### src/rtl/bus_timer_intc.sv
// Memory-mapped prescaled down-counter timer with a small interrupt controller.
// Define TIMER_EXT_IRQ_EN to include the external-interrupt synchronizers, EPEND and EMASK.
module bus_timer_intc #(
    parameter logic [31:0] BASE_ADDR  = 32'h1000_0000,
    parameter int          PRESCALE_W = 16
) (
    input  logic        clk,
    input  logic        rst,
    input  logic        ce_i,
    input  logic        we_i,
    input  logic [31:0] addr_i,
    input  logic [31:0] data_i,
    output logic [31:0] data_o,
    output logic        hit_o,
    input  logic [4:0]  ext_irq_i,
    output logic [5:0]  int_o
);
    localparam logic [2:0] A_CTRL  = 3'd0;
    localparam logic [2:0] A_PRESC = 3'd1;
    localparam logic [2:0] A_LOAD  = 3'd2;
    localparam logic [2:0] A_COUNT = 3'd3;
    localparam logic [2:0] A_TSTAT = 3'd4;
    localparam logic [2:0] A_EPEND = 3'd5;
    localparam logic [2:0] A_EMASK = 3'd6;

    logic [2:0]            ctrl_q, ctrl_d;
    logic [PRESCALE_W-1:0] prescale_q, prescale_d;
    logic [PRESCALE_W-1:0] psc_q, psc_d;
    logic [31:0]           load_q, load_d;
    logic [31:0]           count_q, count_d;
    logic                  tpend_q, tpend_d;
    logic                  wr, tick, tpend_set, tpend_clr;
    logic [2:0]            sel;
    logic [31:0]           rdata;

`ifdef TIMER_EXT_IRQ_EN
    logic [4:0] sync1_q, sync1_d, sync2_q, sync2_d, prev_q, prev_d;
    logic [4:0] epend_q, epend_d, emask_q, emask_d, epend_clr, irq_edge;
    logic [1:0] arm_q, arm_d;
    logic       unused_bits;
    assign unused_bits = ^addr_i[1:0];
`else
    logic       unused_bits;
    assign unused_bits = ^{addr_i[1:0], ext_irq_i};
`endif

    assign hit_o = ce_i && (addr_i[31:5] == BASE_ADDR[31:5]);

    always_comb begin
        wr         = hit_o & we_i;
        sel        = addr_i[4:2];
        tick       = ctrl_q[0] && (psc_q == prescale_q);
        ctrl_d     = ctrl_q;
        prescale_d = prescale_q;
        load_d     = load_q;
        count_d    = count_q;
        tpend_set  = 1'b0;
        tpend_clr  = 1'b0;

        // Prescaler rests at 0 while disabled, so enabling always starts a full period.
        if (!ctrl_q[0] || tick)
            psc_d = '0;
        else
            psc_d = psc_q + {{(PRESCALE_W-1){1'b0}}, 1'b1};

        if (tick) begin
            if (count_q != 32'd0) begin
                count_d = count_q - 32'd1;
            end else begin
                tpend_set = 1'b1;
                if (ctrl_q[1]) count_d   = load_q;
                else           ctrl_d[0] = 1'b0;
            end
        end

`ifdef TIMER_EXT_IRQ_EN
        sync1_d   = ext_irq_i;
        sync2_d   = sync1_q;
        prev_d    = sync2_q;
        arm_d     = (arm_q == 2'd3) ? arm_q : arm_q + 2'd1;
        // Suppress edges until the history holds real samples: a line high at release is not an edge.
        irq_edge  = (arm_q == 2'd3) ? (sync2_q & ~prev_q) : 5'd0;
        emask_d   = emask_q;
        epend_clr = 5'd0;
`endif

        // Bus writes are applied last so they override the tick-driven updates.
        if (wr) begin
            case (sel)
                A_CTRL:  ctrl_d     = data_i[2:0];
                A_PRESC: prescale_d = data_i[PRESCALE_W-1:0];
                A_LOAD:  load_d     = data_i;
                A_COUNT: count_d    = data_i;
                A_TSTAT: tpend_clr  = data_i[0];
`ifdef TIMER_EXT_IRQ_EN
                A_EPEND: epend_clr  = data_i[4:0];
                A_EMASK: emask_d    = data_i[4:0];
`endif
                default: ;
            endcase
        end

        tpend_d = tpend_set | (tpend_q & ~tpend_clr);
`ifdef TIMER_EXT_IRQ_EN
        epend_d = irq_edge | (epend_q & ~epend_clr);
`endif

        rdata = 32'd0;
        case (sel)
            A_CTRL:  rdata = {29'd0, ctrl_q};
            A_PRESC: rdata = 32'(prescale_q);
            A_LOAD:  rdata = load_q;
            A_COUNT: rdata = count_q;
            A_TSTAT: rdata = {31'd0, tpend_q};
`ifdef TIMER_EXT_IRQ_EN
            A_EPEND: rdata = {27'd0, epend_q};
            A_EMASK: rdata = {27'd0, emask_q};
`endif
            default: rdata = 32'd0;
        endcase
    end

    assign data_o = (hit_o && !we_i) ? rdata : 32'd0;

`ifdef TIMER_EXT_IRQ_EN
    assign int_o = {tpend_q & ctrl_q[2], epend_q & emask_q};
`else
    assign int_o = {tpend_q & ctrl_q[2], 5'd0};
`endif

    always_ff @(posedge clk or posedge rst) begin
        if (rst) begin
            ctrl_q     <= '0;
            prescale_q <= '0;
            psc_q      <= '0;
            load_q     <= '0;
            count_q    <= '0;
            tpend_q    <= 1'b0;
`ifdef TIMER_EXT_IRQ_EN
            sync1_q    <= '0;
            sync2_q    <= '0;
            prev_q     <= '0;
            arm_q      <= '0;
            epend_q    <= '0;
            emask_q    <= '0;
`endif
        end else begin
            ctrl_q     <= ctrl_d;
            prescale_q <= prescale_d;
            psc_q      <= psc_d;
            load_q     <= load_d;
            count_q    <= count_d;
            tpend_q    <= tpend_d;
`ifdef TIMER_EXT_IRQ_EN
            sync1_q    <= sync1_d;
            sync2_q    <= sync2_d;
            prev_q     <= prev_d;
            arm_q      <= arm_d;
            epend_q    <= epend_d;
            emask_q    <= emask_d;
`endif
        end
    end
endmodule

### config.mk
export PLATFORM = sky130hd
export DESIGN_NAME = bus_timer_intc
export DESIGN_NICKNAME = d
export VERILOG_FILES = /design/src/rtl/bus_timer_intc.sv
export SDC_FILE = /design/constraint.sdc
export NUM_CORES = 1
export LEC_CHECK = 0
export CORE_MARGIN = 2
export CORE_UTILIZATION = 58
export CTS_CLUSTER_DIAMETER = 30
export DETAILED_ROUTE_END_ITERATION = 8
export PLACE_DENSITY = 0.9
export RECOVER_POWER = 25
export SYNTH_ARGS = -nofsm -noshare
export SYNTH_HDL_FRONTEND = slang
export SYNTH_SLANG_ARGS = --single-unit
### constraint.sdc
create_clock -name clk -period 9.8 [get_ports clk]
set_input_delay 1.96 -clock clk [delete_from_list [all_inputs] [get_ports clk]]
set_output_delay 1.96 -clock clk [all_outputs]
set_load 0.005 [all_outputs]
# ---- Word level (Yosys, flattened, before mapping)
# Index checks and enable logic that the tools add are counted.
dict set report word_totals {
  reg_bits 100
  output_inout_bits 39
  elab_cells 48
}
dict set report op_classes {
  addsub 2
  eq_ne 6
  mux 17
  bitwise_logic 5
  n_reduce_logical 11
}
# cell count
set ops {}
lappend ops {{$mux W32} 6}
lappend ops {{$pmux W32 S5} 1}
lappend ops {{$reduce_bool A32 Y1} 1}
lappend ops {{$sub A32 B1 Y32 const B} 1}
lappend ops {{$eq A27 B24 Y1 const B} 1}
lappend ops {{$add A16 B1 Y16 const B} 1}
lappend ops {{$eq A16 B16 Y1} 1}
lappend ops {{$mux W16} 1}
lappend ops {{$mux W1} 9}
lappend ops {{$eq A3 B2 Y1 const B} 2}
lappend ops {{$reduce_and A2 Y1} 3}
lappend ops {{$and A1 B1 Y1} 3}
lappend ops {{$eq A3 B1 Y1 const B} 1}
lappend ops {{$eq A3 B3 Y1 const B} 1}
lappend ops {{$logic_and A1 B1 Y1} 3}
lappend ops {{$logic_not A3 Y1} 1}
lappend ops {{$logic_not A1 Y1} 2}
lappend ops {{$logic_or A1 B1 Y1} 1}
lappend ops {{$not A1 Y1} 1}
lappend ops {{$or A1 B1 Y1} 1}

# ---- Depth between registers and ports, before layout
# Gate-level depths: netlist of the first run.
dict set report depth {
  depth_word 7
  mapped_depth 10
  ltp_nobuf 8
}

# ---- Worst setup path before layout of the first run
# Ideal clock, no wire load.
dict set report synth_timing {
  path_type {input -> output}
  start {in addr_i[3]}
  end {out data_o[21]}
  t_arrival_ns 3.338
  setup_slack_ns 4.502
  cell_stages 5
  path_buffers 2
  cell_sequence {clkbuf_1 -> nor3b_1 -> clkbuf_1 -> a22oi_1 -> nor2_1}
}
dict set report synth_via {
  elab_chain_cells 3
  word_cells_on_any_way 7
  cone_classes {eq/ne (4); mux (2); reduce/logical (1)}
}
# element line_no
set synth_rtl {}
lappend synth_rtl {{from (decl)} 11} ;# input logic [31:0] addr_i,
lappend synth_rtl {{$eq A3 B3 Y1, or another cell as far along} 109} ;# case (sel)
lappend synth_rtl {{$pmux W32 S5 *} 109}
lappend synth_rtl {{$mux W32 *} 123} ;# assign data_o = (hit_o && !we_i) ? rdata : 32'd0;
lappend synth_rtl {{to (decl)} 13} ;# output logic [31:0] data_o,
# Mark *: on every way between the ends. The rest lies on a longest branch, timed or not.

# ---- Worst setup path in the final report of the first run
dict set report layout_timing {
  start {in addr_i[2]}
  end {out data_o[12]}
}
# The elaborated chain is that of the path after synthesis.

==> results of run 1 <==
-- through the flow --
step,hold slack [ns],std cells,worst slack [ns],power (mW)
detailed placement,0.5155,888,2.540,0.4720
global route,0.5579,904,2.303,0.7464
floorplan,0.4776,693,4.502,0.4383
finish,0.5433,904,2.500,0.7238
global placement,0.5062,888,2.614,0.4707
CTS,0.5400,904,2.545,0.7254
-- worst paths after layout --
path	start	end	slack, ns	depth (start not counted)
setup / recovery	addr_i[2]	data_o[12]	2.50	6
max in group asynchronous	rst	count_q[18]	5.78	3
min in group asynchronous	rst	prescale_q[3]	2.52	2
setup reg to reg	count_q[14]	count_q[21]	6.20	7
hold reg to reg	load_q[8]	load_q[8]	0.54	1
hold / removal	load_q[8]	load_q[8]	0.54	1
-- layer usage --
layer | vias to the layer above | GRT usage (%)
li1 | 2708 | -
met1 | 2963 | 41.61
met2 | 361 | 55.68
met3 | 55 | 6.336
met4 | 0 | 13.92
met5 | - | 0
-- synth_stat cells, drive strengths merged, types with 6 or more instances --
| library cell | instances | share of area (%) |
|---|---|---|
| or3 | 6 | 0.59 |
| or4 | 9 | 1.2 |
| nor3 | 15 | 1.2 |
| xor2 | 27 | 3.7 |
| a21o | 6 | 0.70 |
| nand4 | 12 | 1.2 |
| nand3 | 16 | 1.3 |
| clkbuf | 36 | 2.1 |
| mux2i | 11 | 1.7 |
| dfrtp | 100 | 39 |
| o21ai | 27 | 2.1 |
| o31ai | 15 | 1.8 |
| nand2 | 57 | 3.3 |
| or2 | 6 | 0.59 |
| mux2 | 65 | 11 |
| nor2 | 81 | 4.8 |
| nand3b | 6 | 0.70 |
| a22oi | 30 | 3.5 |
| a31oi | 10 | 0.98 |
| a21oi | 18 | 1.4 |
| buf | 14 | 1.5 |
| a211oi | 6 | 0.70 |
| and3 | 11 | 1.1 |
| inv | 9 | 0.53 |
| o211ai | 9 | 1.1 |
| nor4 | 27 | 3.5 |
-- state kept, by name (all words and copies together) (netlist names) --
register,cells
load_q,32
ctrl_q,3
count_q,32
tpend_q,1
psc_q,16
prescale_q,16
-- kinds of logic after synthesis --
family | after synthesis | share of synthesized area (%)
multiplexers | 76 | 13.16
buffers and inverters | 59 | 4.107
AO/OA/AOI/OAI | 154 | 16.96
flip-flops | 100 | 39.12
XOR/XNOR | 31 | 4.244
AND/OR/NAND/NOR | 265 | 21.77
adder cells (fa/ha/maj) | 3 | 0.5868
other | 1 | 0.05862
-- final cells by class --
type	instances	area, sq um	share of cell area (%)
Multi-Input combinational cell	534	3657	48.19
Sequential cell	100	2502	32.97
Timing Repair Buffer	105	1036	13.65
Tap cell	140	175.2	2.308
Clock buffer	10	127.6	1.681
Clock inverter	6	56.30	0.7418
Inverter	9	35.03	0.4616
-- power breakdown --
group          internal (mW)  switching [mW]  total (mW)  leakage (nW)
clock network         0.0978           0.162       0.260        0.0909
registers              0.412    0.0000000181       0.412          1.34
logic                 0.0270          0.0247      0.0516          1.67
total                  0.537           0.187       0.724          3.10
==> qor.yml, run 1 <==
worst_setup_path:
  crit_path_max_incr_delay_ns: 0.95
  path_class: "input port to output pin"
  crit_family: "simple AND/OR/NAND/NOR gates"
  required_ns: 7.84
  path_buf_inv: 2
  crit_path_end_kind: "output pin"
  path_common_cell: "clkdlybuf4s50_1"
  cp_slowest_cell: "clkdlybuf4s50_1"
  critPathLaunchType: "input port"
  cp_max_fo: 23
  worstPathArrival_ns: 5.34
  path_cells: "clkdlybuf4s50_1, o21ai_0, nand3b_1, or2_2, nor2_1, clkdlybuf4s50_1"
status:
  violations: "max-capacitance violations, max-slew violations"
  status: "complete, but fails checks"
sta:
  setup_violations: 0
  rsz0062_at_grt: "no"
  worst_pin_slew_ns: 2.033
  fmax_ghz: 0.1370
  fin_skew_ns: 0.01767
  post-route-period-util_pct: 74.49
  relSlewSlack_pct: -36.26
  maxSlewViolCount: 46
  post-route-min-period_ns: 7.300
  fin_setup_tns_ns: 0
  hold_viol: 0
die:
  die_w_um: 109.0
  core_sq_mm: 0.01079
  rows: 38
  fp.dieH_um: 109.0
  start_util_pct: 59.27
  io_pins: 112
  dieArea_sq_mm: 0.01189
global_route:
  antenna_found_initial: 0
  grt_max_degree: 57
  grt_pass1_wl_mm: 30.46
  grt_pass1_vias: 6042
  grt_use_total_pct: 33.08
  grt.overflow.total: 0
routing:
  dr_wl_met2_mm: 9.330
  drt_iter0_drc: 701
  routed.top_layer: "met4"
  wl_met3_mm: 1.724
  wirelength_mm: 18.97
  postRouteAntennaNets: 0
  drc_errors: 0
  drtPass1Iterations: 5
  vias: 6087
  wl_per_cell_um: 20.99
  wl_met1_mm: 7.372
  vias_per_cell: 6.733
final_layout:
  insertedDiodeCount: 0
  area_growth_pct: 18.64
  layout_common_cells: "100 x dfrtp_1, 98 x clkdlybuf4s50_1, 81 x nor2_1"
  fillers: 815
  final_util_pct: 70.32
  finalInstanceArea_sq_mm: 0.007590
  final_common_cell: "dfrtp_1"
  drive_gt1_share_pct: 13.87
  fin_nets: 835
cts:
  insertion_delay_ns: 0.40
  ctsResizeCount: 0
  htree_levels: 3
  postCtsSetupRepairBufs: 0
  tritoncts: "done"
  cts_buffers: 9
  ctsHoldBuffers: 0
  clk_pin_slew_ns: 0.11
  cts_buffer_depth: 2
  cts-root-buf: "clkbuf_8"
  clock_sinks: 100
synth:
  ys_ff_latch: 100
  seq_area_frac_synth_pct: 39.12
  synth_cells: 689
  synth_edf_count: 0
  synth.distinct_cells: 63
  synthesis.area_sq_mm: 0.006397
  syn_area_per_cell_sq_um: 9.285
  yosysWarnings: 0
  synthArstFlopShare_pct: 100.0
  synth_top_flop_cell: "dfrtp_1"
placement:
  gp_congestion: 0.9301
  hpwl_mm: 13.43
  post_dp_cell_area_sq_mm: 0.007407
  io_buffers: 99
power_and_ir_drop:
  irDropWorstVdd_v: 0.00009961
  leakagePower_nw: 3.104
  power.density_mw_per_mm2: 95.37
job:
  drv_cap: 1
worst_hold_path:
  holdCritPathClass: "flip-flop to flip-flop"
Note: power is estimated with default switching activity, not from simulation.
==> run 2, diff against run 1 <==
- CORE_UTILIZATION: 58 -> 54
- PLACE_DENSITY: 0.9 -> 0.84
- clock period: 9.8 -> 6.8 ns (I/O delays scaled with it)
==> qor.yml, run 2 (synthesis results as in run 1) <==
sta:
  setup_violations: 0  # unchanged
  fmax_ghz: 0.1885
  fin_skew_ns: 0.009993  # -0.007678 ns
  hold_viol: 0  # unchanged
  fin_setup_tns_ns: 0  # unchanged
  relSlewSlack_pct: -15.76  # +21 points
  post-route-min-period_ns: 5.306
  rsz0062_at_grt: "no"
  post-route-period-util_pct: 78.04
  maxSlewViolCount: 69  # +50%
  worst_pin_slew_ns: 1.736  # -0.2964 ns
cts:
  insertion_delay_ns: 0.35  # -0.05 ns
  cts_buffer_depth: 2  # unchanged
  clock_sinks: 100  # unchanged
  clk_pin_slew_ns: 0.07  # -0.04 ns
  postCtsSetupRepairBufs: 0  # unchanged
  ctsHoldBuffers: 0  # unchanged
  cts_buffers: 9  # unchanged
  cts-root-buf: "clkbuf_16"
  tritoncts: "done"
  htree_levels: 3  # unchanged
  ctsResizeCount: 0  # unchanged
final_layout:
  seqCellArea_sq_mm: 0.002502  # unchanged
  fin_nets: 841  # +0.72%
  final_common_cell: "dfrtp_1"
  final_util_pct: 67.29  # -3.0 points
  multi_input_area_sq_mm: 0.003652  # -0.14%
  top_regs: "count_q (32), load_q (32)"
  insertedDiodeCount: 0  # unchanged
  drive_gt1_share_pct: 14.30  # +0.43 points
  area_growth_pct: 20.61
  fillers: 937  # +15%
  layout_common_cells: "100 x dfrtp_1, 97 x clkdlybuf4s50_1, 81 x nor2_1"
routing:
  vias: 6033  # -0.89%
  postRouteAntennaNets: 0  # unchanged
  wl_per_cell_um: 21.21  # +1.0%
  drt_iter0_drc: 582  # -17%
  drc_errors: 0  # unchanged
  drtPass1Iterations: 5  # unchanged
  wirelength_mm: 19.34  # +1.9%
  vias_per_cell: 6.615  # -1.8%
power_and_ir_drop:
  irDropWorstVdd_v: 0.0001790  # +80%
  pwr-share-comb_pct: 6.5  # -0.6 points
  power.density_mw_per_mm2: 148.9  # +56%
  pwr-share-seq_pct: 51.7  # -5.3 points
  p_sw_share_pct: 23.24  # -2.6 points
  internal_power_mw: 0.8822  # +64%
  leakagePower_nw: 3.178  # +2.4%
  clock_power_share_pct: 41.7  # +5.8 points
  p_switching_mw: 0.2671  # +43%
die:
  io_pins: 112  # unchanged
  die_w_um: 112.8  # +3.5%
  start_util_pct: 55.79  # -3.5 points
  rows: 39  # +2.6%
  core_sq_mm: 0.01147  # +6.2%
  dieArea_sq_mm: 0.01273  # +7.1%
  fp.dieH_um: 112.8  # +3.5%
worst_hold_path:
  holdCritPathClass: "flip-flop to flip-flop"
worst_setup_path:
  worstPathArrival_ns: 3.95  # -1.39 ns
  path_class: "input port to output pin"
  crit_path_end_kind: "output pin"
  required_ns: 5.44  # -2.40 ns
  cp_max_fo: 23  # unchanged
  critPathLaunchType: "input port"
global_route:
  grt_pass1_wl_mm: 31.23  # +2.5%
  grt_pass1_vias: 6073  # +0.51%
  met2_usage_pct: 50.90  # -4.8 points
  grt_most_used_layer: "met2"
  globalRouteMet3Util_pct: 6.963  # +0.63 points
  grt_use_total_pct: 30.69  # -2.4 points
  met1_usage_pct: 38.64  # -3.0 points
  grt_max_degree: 69  # +21%
  antenna_found_initial: 0  # unchanged
  grt.overflow.total: 0  # unchanged
status:
  violations: "max-capacitance violations, max-slew violations"
  status: "complete, but fails checks"
placement:
  io_buffers: 99  # unchanged
  gp_congestion: 0.9632  # +3.6%
  hpwl_mm: 13.64  # +1.6%
job:
  drv_cap: 1  # unchanged
==> run 2: cell types whose count changed in the layout (fill, tap and decap cells not counted) <==
cell             change
buf_4                +5
clkbuf_16            +9
clkbuf_2             +1
clkbuf_8             -9
clkdlybuf4s50_1      -1
clkinv_2             +1
clkinv_4             +2
clkinvlp_4           -1
dlygate4sd3_1        +1
inv_6                -1
inv_8                -2
nor3_1               +1
nor3_2               -1
==> run 2: power groups by stage <==
stage / Sequential, mW / Combinational, mW / Clock (mW)
global placement: 0.606 / 0.0738 / 0
global route: 0.594 / 0.0815 / 0.509
finish: 0.594 / 0.0753 / 0.480
detailed placement: 0.606 / 0.0755 / 0
CTS: 0.594 / 0.0761 / 0.483
floorplan: 0.606 / 0.0256 / 0
==> run 2: worst paths after layout <==
check                              endpoint   startpoint  slack (ns)  cells after the start
worst max-delay path              data_o[9]    addr_i[2]        1.49                      7
worst min-delay path             load_q[10]   load_q[10]        0.54                      1
worst max register to register  count_q[10]  count_q[14]        3.12                      7
worst min register to register   load_q[10]   load_q[10]        0.54                      1
max in group asynchronous       count_q[24]          rst        2.75                      3
min in group asynchronous         ctrl_q[2]          rst        1.76                      2
==> run 2: layer usage <==
layer  routed length [um]  vias up  part of all wire (%)
li1                     -     2718                     -
met1                 7444     2934                    38
met2                 9643      330                    50
met3                 1665       51                   8.6
met4                  586        0                   3.0
met5                    0        -                     0
==> run 2: cell type report <==
| class | instances | share of cell area, % |
|---|---|---|
| sequential | 100 | 32.43 |
| clock buffer | 10 | 2.967 |
| tap | 143 | 2.319 |
| inverter | 9 | 0.4540 |
| timing repair buffer | 111 | 13.98 |
| multi-input combinational | 534 | 47.33 |
| clock inverter | 5 | 0.5189 |
==> run 2: metrics by stage <==
stage	total power, mW	hold slack, ns	setup WS (ns)	instance area [sq um]	instances
4_1_cts	1.153	0.5390	1.561	7720	912
3_3_place_gp	0.6797	0.5074	1.637	7451	897
2_1_floorplan	0.6316	0.4776	2.702	6412	693
5_1_grt	1.185	0.5559	1.374	7716	912
3_5_place_dp	0.6815	0.5237	1.587	7451	897
6_report	1.149	0.5370	1.494	7716	912
==> run 2: critical path, stage by stage <==
cell and delay [ns]:
clkdlybuf4s50_1 0.45, buf_4 0.29, inv_1 0.12, nor2_1 0.79
a22oi_1 0.28, nor2_1 0.14, clkdlybuf4s50_1 0.51
==> run 3, diff against run 2 <==
- CORE_UTILIZATION: 54 -> 49
- PLACE_DENSITY: 0.84 -> 0.81
- clock period: 6.8 -> 4.3 ns (I/O delays scaled with it)
==> qor.yml, run 3 (synthesis results as in run 1) <==
sta:
  setup_violations: 0  # unchanged
  maxSlewViolCount: 42  # -39%
  fin_setup_tns_ns: 0  # unchanged
  hold_viol: 0  # unchanged
  relSlewSlack_pct: -32.37  # -17 points
  fmax_ghz: 0.2484
  holdWs_ns: 0.5369  # -0.00003400 ns
  post-route-period-util_pct: 93.63
  post-route-min-period_ns: 4.026
  worst_pin_slew_ns: 1.975  # +0.2383 ns
  fin_skew_ns: 0.01006  # +0.00006577 ns
  rsz0062_at_grt: "no"
final_layout:
  drive_gt1_share_pct: 14.86  # +0.55 points
  area_growth_pct: 21.89
  multi_input_area_sq_mm: 0.003655  # about the same
  final_common_cell: "dfrtp_1"
  final_util_pct: 61.54  # -5.8 points
  fin_nets: 846  # +0.59%
  top_regs: "count_q (32), load_q (32)"
  fillers: 1106  # +18%
  seqCellArea_sq_mm: 0.002502  # unchanged
  finalInstanceArea_sq_mm: 0.007797  # +1.1%
  layout_common_cells: "100 x dfrtp_1, 98 x clkdlybuf4s50_1, 81 x nor2_1"
  insertedDiodeCount: 0  # unchanged
die:
  core_sq_mm: 0.01267  # +10%
  io_pins: 112  # unchanged
  dieArea_sq_mm: 0.01399  # +9.8%
  fp.dieH_um: 118.3  # +4.8%
  die_w_um: 118.3  # +4.8%
  rows: 41  # +5.1%
  start_util_pct: 50.49  # -5.3 points
worst_setup_path:
  worstPathArrival_ns: 3.17  # -0.78 ns
  path_class: "input port to output pin"
  crit_path_end_kind: "output pin"
  cp_max_fo: 13  # -43%
  critPathLaunchType: "input port"
  required_ns: 3.44  # -2.00 ns
cts:
  cts_buffer_depth: 2  # unchanged
  cts_buffers: 9  # unchanged
  insertion_delay_ns: 0.35  # about the same
  cts-root-buf: "clkbuf_16"
  htree_levels: 3  # unchanged
  clk_pin_slew_ns: 0.07  # about the same
  ctsHoldBuffers: 0  # unchanged
  clock_sinks: 100  # unchanged
  tritoncts: "done"
power_and_ir_drop:
  power.density_mw_per_mm2: 235.6  # +58%
  clock_power_share_pct: 42.1  # +0.4 points
  total_power_mw: 1.837  # +60%
  leakagePower_nw: 3.200  # +0.69%
  pwr-share-seq_pct: 51.2  # -0.5 points
  p_switching_mw: 0.4337  # +62%
  p_sw_share_pct: 23.61  # +0.37 points
  internal_power_mw: 1.403  # +59%
  irDropWorstVdd_v: 0.0002399  # +34%
  pwr-share-comb_pct: 6.7  # +0.2 points
status:
  violations: "max-capacitance violations, max-slew violations"
  status: "complete, but fails checks"
global_route:
  grt_pass1_wl_mm: 31.95  # +2.3%
  grt_pass1_vias: 6151  # +1.3%
  grt_use_total_pct: 28.00  # -2.7 points
  grt_max_degree: 42  # -39%
  grt.overflow.total: 0  # unchanged
  antenna_found_initial: 0  # unchanged
routing:
  wirelength_mm: 19.43  # +0.46%
  drtPass1Iterations: 6  # +1
  drc_errors: 0  # unchanged
  vias_per_cell: 6.407  # -3.1%
  vias: 6061  # +0.46%
  drt_iter0_drc: 837  # +44%
  wl_per_cell_um: 20.54  # -3.2%
  postRouteAntennaNets: 0  # unchanged
placement:
  gp_congestion: 0.9525  # -1.1%
  io_buffers: 99  # unchanged
  hpwl_mm: 13.90  # +1.9%
  post_dp_cell_area_sq_mm: 0.007525  # +0.99%
job:
  drv_cap: 1  # unchanged
worst_hold_path:
  holdCritPathClass: "flip-flop to flip-flop"
## run 3: cell type report
cell class | count | share of cell area (%)
Clock buffer | 10 | 2.936
Sequential cell | 100 | 32.09
Tap cell | 172 | 2.760
Clock inverter | 5 | 0.5777
Multi-Input combinational cell | 534 | 46.87
Inverter | 9 | 0.4493
Timing Repair Buffer | 116 | 14.31
## run 3: per-layer routing
layer | routed length, um | global-route usage, % | vias up
met5 | 0 | 0 | -
met4 | 497 | 9.563 | 0
met3 | 1446 | 4.923 | 49
met2 | 9371 | 46.64 | 334
met1 | 8114 | 36.75 | 2952
li1 | - | - | 2726
## run 3: timing repair
item,in CTS,in global routing
resized for setup,0,1
setup buffers,0,0
endpoints found under the hold margin,0,0
endpoints found under the setup margin,0,2
## run 3: worst paths after layout
check / startpoint / endpoint / slack (ns) / depth (start not counted)
worst max-delay path: addr_i[27] / data_o[5] / 0.27 / 8
worst min register to register: tpend_q / tpend_q / 0.54 / 2
worst max register to register: count_q[20] / count_q[20] / 0.97 / 6
min in group asynchronous: rst / psc_q[2] / 1.47 / 2
worst min-delay path: tpend_q / tpend_q / 0.54 / 2
max in group asynchronous: rst / count_q[11] / 1.39 / 3
## run 3: critical path, cell delays in order
cell and delay, ns:
clkdlybuf4s50_1 0.40, nor4b_1 0.34, and3_1 0.25, and2_1 0.22, nand3b_1 0.12, or2_4 0.32
nor2_1 0.14, clkdlybuf4s50_1 0.52
## run 3: power by group through the flow
stage	logic (mW)	registers [mW]	clock network [mW]
after floorplan	0.0405	0.958	0
after global routing	0.133	0.940	0.816
after detailed placement	0.123	0.958	0
after global placement	0.120	0.958	0
after CTS	0.124	0.940	0.786
final	0.123	0.940	0.774
## run 3: stage by stage
stage / setup WS (ns) / std cells
after CTS: 0.1662 / 946
final: 0.2739 / 946
after global placement: 0.2656 / 931
after floorplan: 0.8212 / 693
after global routing: 0.1011 / 946
after detailed placement: 0.1803 / 931
